==> config.mk <==
export PLATFORM = sky130hd
export DESIGN_NAME = pl_if_stage
export DESIGN_NICKNAME = d
export VERILOG_FILES = /design/src/rtl/pl_if_stage.sv
export SDC_FILE = /design/constraint.sdc
export NUM_CORES = 1
export LEC_CHECK = 0
export CAP_MARGIN = 20
export CORE_UTILIZATION = 30
export CTS_CLUSTER_SIZE = 16
export DETAILED_ROUTE_END_ITERATION = 7
export GPL_TIMING_DRIVEN = 0
export PLACE_DENSITY = 0.56
export SLEW_MARGIN = 20
export SYNTH_ARGS = -nofsm -noshare
export SYNTH_HDL_FRONTEND = slang
export SYNTH_SLANG_ARGS = --single-unit
==> constraint.sdc <==
create_clock -name clk -period 12.3 [get_ports clk]
set_input_delay 2.46 -clock clk [delete_from_list [all_inputs] [get_ports clk]]
set_output_delay 2.46 -clock clk [all_outputs]
set_load 0.05 [all_outputs]
==> src/rtl/pl_if_stage.sv <==
// Instruction-fetch stage with an IF/ID pipeline register.
// The stage owns the fetch PC. It remembers a redirect that arrives while the
// pipe is stalled and applies it on release. It turns wrong-path fetches into
// bubbles and counts the instructions it delivers to decode.
module pl_if_stage #(
   parameter logic [31:0] RESET_PC = 32'h0000_0000,
   parameter logic [31:0] NOP_INST = 32'h0000_0000
) (
   input  logic        clk,
   input  logic        rst,
   input  logic        stall,
   input  logic        flush,
   input  logic        redirect,
   input  logic [31:0] redirect_pc,
   output logic [31:0] imem_addr,
   input  logic [31:0] imem_inst,
   output logic [31:0] pc,
   output logic [31:0] id_inst,
   output logic [31:0] id_pc,
   output logic [31:0] id_pc4,
   output logic        id_valid,
   output logic [31:0] fetch_count
);

   // PEND means a redirect arrived under stall and has not been applied yet.
   typedef enum logic {
      NORMAL = 1'b0,
      PEND   = 1'b1
   } state_t;

   state_t      state;
   logic [31:0] pend_pc;
   logic [31:0] pc_plus4;
   logic [31:0] target_pc;
   logic        squash;
   logic        load;

   // The instruction memory is read combinationally at the current PC.
   assign imem_addr = pc;
   assign pc_plus4  = pc + 32'd4;   // plain unsigned add, so it wraps at 2^32

   // Targets are word-aligned: the low two bits of a jump target are dropped.
   assign target_pc = {redirect_pc[31:2], 2'b00};

   // Whatever is being fetched this cycle is wrong-path when a jump is applied now.
   assign squash = !stall && (redirect || (state == PEND));
   assign load   = !flush && !stall && !squash;

   // PC selection and the pending-redirect FSM, updated together.
   // NOTE: every register here uses <= so all of them sample the pre-edge values;
   // with blocking '=' the order of the statements would change the behaviour.
   always_ff @(posedge clk or posedge rst) begin
      if (rst) begin
         pc      <= RESET_PC;
         pend_pc <= 32'h0000_0000;
         state   <= NORMAL;
      end else if (!stall) begin
         // The first unstalled cycle always leaves PEND. A new redirect wins over pend_pc.
         state <= NORMAL;
         if (redirect)
            pc <= target_pc;
         else if (state == PEND)
            pc <= pend_pc;
         else
            pc <= pc_plus4;
      end else if (redirect) begin
         // Stalled: keep the PC. Remember the newest target for release.
         pend_pc <= target_pc;
         state   <= PEND;
      end
   end

   // IF/ID register: flush or squash inserts a bubble, stall holds, otherwise load.
   always_ff @(posedge clk or posedge rst) begin
      if (rst) begin
         id_inst     <= NOP_INST;
         id_pc       <= 32'h0000_0000;
         id_pc4      <= 32'h0000_0000;
         id_valid    <= 1'b0;
         fetch_count <= 32'h0000_0000;
      end else if (flush || squash) begin
         // squash already implies !stall, so this keeps flush above stall and squash.
         id_inst  <= NOP_INST;
         id_pc    <= 32'h0000_0000;
         id_pc4   <= 32'h0000_0000;
         id_valid <= 1'b0;
      end else if (load) begin
         id_inst     <= imem_inst;
         id_pc       <= pc;
         id_pc4      <= pc_plus4;
         id_valid    <= 1'b1;
         fetch_count <= fetch_count + 32'd1;
      end
   end

endmodule
Word-level counts from Yosys, hierarchy flattened:

Index checks and enable logic that the tools add are counted.

* input port bits: 69
* word-level logic and storage cells: 35
* register bits: 192

* reduce and logical (&&, ||, !) cells: 11
* equality and inequality tests: 1
* add/sub/neg operators: 2
* muxes and demuxes: 12
* bitwise logic cells: 1

Operator list (count)
* $mux 32: 8
* $add 32x1->32 const B: 1
* $add 32x3->32 const B: 1
* $mux 1: 4
* $reduce_and 2->1: 2
* $logic_and 1x1->1: 3
* $logic_not 1->1: 3
* $logic_or 1x1->1: 2
* $ne 2x1->1 const B: 1
* $reduce_bool 2->1: 1
* $not 1->1: 1

Logic depth before layout (Yosys ltp):

* depth after elaboration: 6
* depth in mapped cells: 8

Worst setup path after synthesis:

Ideal clock, no wire load.

* kind: input -> register
* start point: in redirect
* end point: reg fetch_count[28]
* setup slack: 8.357 ns
* buffers on the path: 1
* setup time: 0.142 ns
* data required time: 12.158 ns
* data arrival time: 3.801 ns
* stages on the path: 6
* cells stage by stage: buf_4 -> nor4_2 -> nand4_1 -> nor3_4 -> nand3_1 -> xnor2_1

* longest elaborated chain between the ends: 5
* elaborated cells between the ends (all ways): 7
* classes of those cells: 1 x bitwise; 6 x reduce/logical

RTL lines
* from (decl): RTL line 13 `input logic redirect,`
* $logic_or 1x1->1 *: RTL line 46 `assign squash = !stall && (redirect || (state == PEND));`
* $logic_and 1x1->1 *: RTL line 46
* $logic_not 1->1 or $logic_or 1x1->1 (tied branches): RTL line 47, 81
* $logic_and 1x1->1 or $not 1->1 (tied branches)
* $reduce_and 2->1 (no source line) *
* to (signal assigned): RTL line 92 `fetch_count <= fetch_count + 32'd1;`
* to (decl): RTL line 22 `output logic [31:0] fetch_count`

Every way passes the cells marked *; elsewhere a longest branch is shown, timed or not.
A chain may end at the register's enable or synchronous reset.

Worst setup path in the final report:

* start point: reg pc[2] (netlist: imem_addr[2])
* end point: out pc[2]

RTL lines
* from (decl): RTL line 17 `output logic [31:0] pc,`
* from (signal assigned): RTL line 61 `pc <= target_pc;`
* from (signal assigned): RTL line 63 `pc <= pend_pc;`
* from (signal assigned): RTL line 65 `pc <= pc_plus4;`

No word-level cell between the ends.

==> results.tsv <==
metric	value	unit
Crit path arrival time	2.09	ns
adder-cell share of the synthesized area	0.002921	
number of synthesized flops with an enable pin	0	
drt wl/cell	19.33	µm
Die ar.	0.02923	mm²
n_diodes	0	
XOR/XNOR Fraction of Synth Area	0.06033	
post-synth cell types	53	
std cell rows	61	
Post-CTS Setup Inserts	0	
Leakage	5.174	nW
TritonRoute pass-1 iters	8	
worst stage delay on the critical path	0.79	ns
min-delay worst type	flip-flop to flip-flop	
Mapped Avg Cell Area	10.98	µm²
post-route ant nets	0	
Synth Area in Compound Gates	0.1582	
IO buf count	250	
clock slew seen by the registers of the worst setup and hold paths	0.07	ns
Floorplan Core Area	0.02793	mm²
number of buffers created by CTS	17	
Synth Area in Simple Gates	0.1207	
Final min period	4.545	ns
Tot Pwr	1.746	mW
H-tree depth	4	
Req. time, crit path	9.84	ns
cell family with most CP delay	buffers and inverters	
Post-layout nets	1129	
root buf cell	clkbuf_16	
# fillers	2709	
CP max-delay cell	clkdlybuf4s50_1	
RSZ-0062 raised after global routing	no	
CP Capture Type	primary output	
total of max-cap violations	0	
Worst R2R Start	imem_addr[2]	
post-CTS resize count	0	
cts hold-fix bufs	0	
layout cells sized above 1	0.1223	
Slew @ Worst Pin	0.7025	ns
Clock Sinks	186	
min setup slack post-route	7.755	ns
Worst Skew	0.01227	ns
Post-Layout Cell Count	1449	
worst vdd ir	81.47	µV
#FFs+latches synth	186	
global-route wire length before repair	41460	µm
largest family of logic cells by synthesized area	compound AO/OA/AOI/OAI gates	
Mapped Cells	780	
Placement Cell Area	0.01163	mm²
setup violators final	0	
ys flop type	dfrtp_1	
initial core utilization	0.3066	
status	complete, no violations	
drt via density	4.886	
final wirelength	28000	µm
Final Cycle Share	0.3695	
mapped cell area	0.008566	mm²
Tot GR Track Use	0.1901	
Setup WS pre-CTS	7.314	ns
hold path startpoint	fetch_count[31]	
Final Instance Area	0.01221	mm²
CP bufs+invs	2	
post-synthesis mux area share	0.04441	
Worst Setup Path Type	flip-flop to primary output	
sequential area share after synthesis	0.5434	
gpl congestion	0.7806	
io pins	262	
Yosys warnings	0	
Pwr Density	143.0	mW/mm²
CP startpoint	imem_addr[2]	
total grt overflow	0	
vias	7080	
worst-path cell chain	buf_4 -> clkdlybuf4s50_1	
antenna violations before repair	0	
CP max FO	10	
Iteration-0 DRC Markers	539	
relative slew slack	0.5317	
total negative slack	0	ns
CP Launch Type	flip-flop	
placed cells	1417	
Die Wd	171.0	µm
height of the chip	171.0	µm
largest net degree at the start of global routing	70	
Area growth syn-to-layout	42.56	%
CTS tree	built	
clk_lat worst skew	0.44	ns
Slew Limit Fails	0	
DP HPWL	20830	µm
vias in the first global route	6759	
async set or reset register ratio after synthesis	1.000	
maximum clock frequency	0.2200	GHz
drt drc	0	
clock buffer depth	2	
final hold viol count	0	
## area by class of cell
class                           instances  area (µm²)  share of cell area
Clock buffer                           17       425.4             0.03484
Timing Repair Buffer                  252        2557              0.2094
Clock inverter                         15       156.4             0.01281
Inverter                               15       63.81            0.005225
Buffer                                 92       540.5             0.04426
Multi-Input combinational cell        494        3341              0.2736
Sequential cell                       186        4654              0.3811
Tap cell                              378       473.0             0.03873
## worst paths after layout
path / to / slack, ns / depth (start not counted)
max in group asynchronous: imem_addr[10] / 9.14 / 3
hold / removal: fetch_count[31] / 0.48 / 1
setup / recovery: pc[2] / 7.75 / 2
hold reg to reg: fetch_count[31] / 0.48 / 1
setup reg to reg: imem_addr[28] / 9.80 / 7
min in group asynchronous: fetch_count[9] / 2.45 / 2
## layout by cell type, fill, tap and decap left out, types with 4 or more instances in the layout
cell type	count
nand3_1	21
clkbuf_16	17
clkinv_4	5
clkdlybuf4s50_1	250
clkbuf_1	42
dfrtp_1	186
a21oi_1	28
conb_1	8
a222oi_1	4
buf_6	4
inv_8	4
o22ai_1	11
nand2_1	68
nor2b_1	6
o31a_1	11
inv_1	13
nor4_1	4
o21ai_0	63
a22o_1	58
and3_1	18
nor2_1	30
xor2_1	19
a22oi_1	7
nand4_1	18
a31oi_1	4
buf_4	42
xnor2_1	40
mux2_2	32
and4_1	5
## power by group
group          leakage, nW  total, mW  internal [mW]  switching [mW]
registers             2.45      0.716          0.657          0.0585
logic                 2.44      0.478          0.177           0.301
clock network        0.276      0.552          0.287           0.265
## cells by family after synthesis
logic type,count (synthesis)
compound gates,200
xor+xnor,59
fa+ha+maj,2
buf+inv,107
flops,186
mux,34
other cells,1
simple gates,191
## flip-flops by register name (all words and copies together) (netlist names)
signal / cells
state: 1
id_pc4: 30
id_valid: 1
id_pc: 30
id_inst: 32
imem_addr: 30
fetch_count: 32
pend_pc: 30
## layer usage
metal / vias up / wire length (µm) / GRT usage
li1: 3301 / - / -
met1: 3511 / 13130 / 0.2686
met2: 246 / 13020 / 0.3010
met3: 22 / 1490 / 0.03146
met4: 0 / 369 / 0.04775
met5: - / 0 / 0
## Yosys cell counts, types with 3 or more instances
cell type,number,area (µm²)
clkbuf_1,42,157.7
o22ai_1,11,68.82
nand3_1,21,105.1
a22oi_1,7,52.55
o31a_1,11,96.34
and3_1,18,112.6
buf_4,42,315.3
buf_6,4,45.04
nor2b_1,6,37.54
buf_2,3,15.01
o21ai_0,63,315.3
nor4_1,4,25.02
xnor2_1,40,350.3
a22o_1,58,508.0
o21a_1,3,22.52
nand2_1,68,255.2
a21oi_1,28,140.1
a31oi_1,4,25.02
and4_1,5,43.79
a222oi_1,4,40.04
dfrtp_1,186,4654
nand4_1,18,112.6
inv_1,14,52.55
nor2_1,30,112.6
mux2_2,32,360.4
o21ai_1,3,15.01
xor2_1,19,166.4
## stage by stage
step	util	hold WS, ns
after floorplan	-	0.4706
after global placement	0.4141	0.4613
after detailed placement	0.4163	0.4679
after CTS	0.4372	0.4823
after global routing	0.4372	0.4925
final	0.4372	0.4782
No activity file was read; power rests on OpenSTA's default activity.
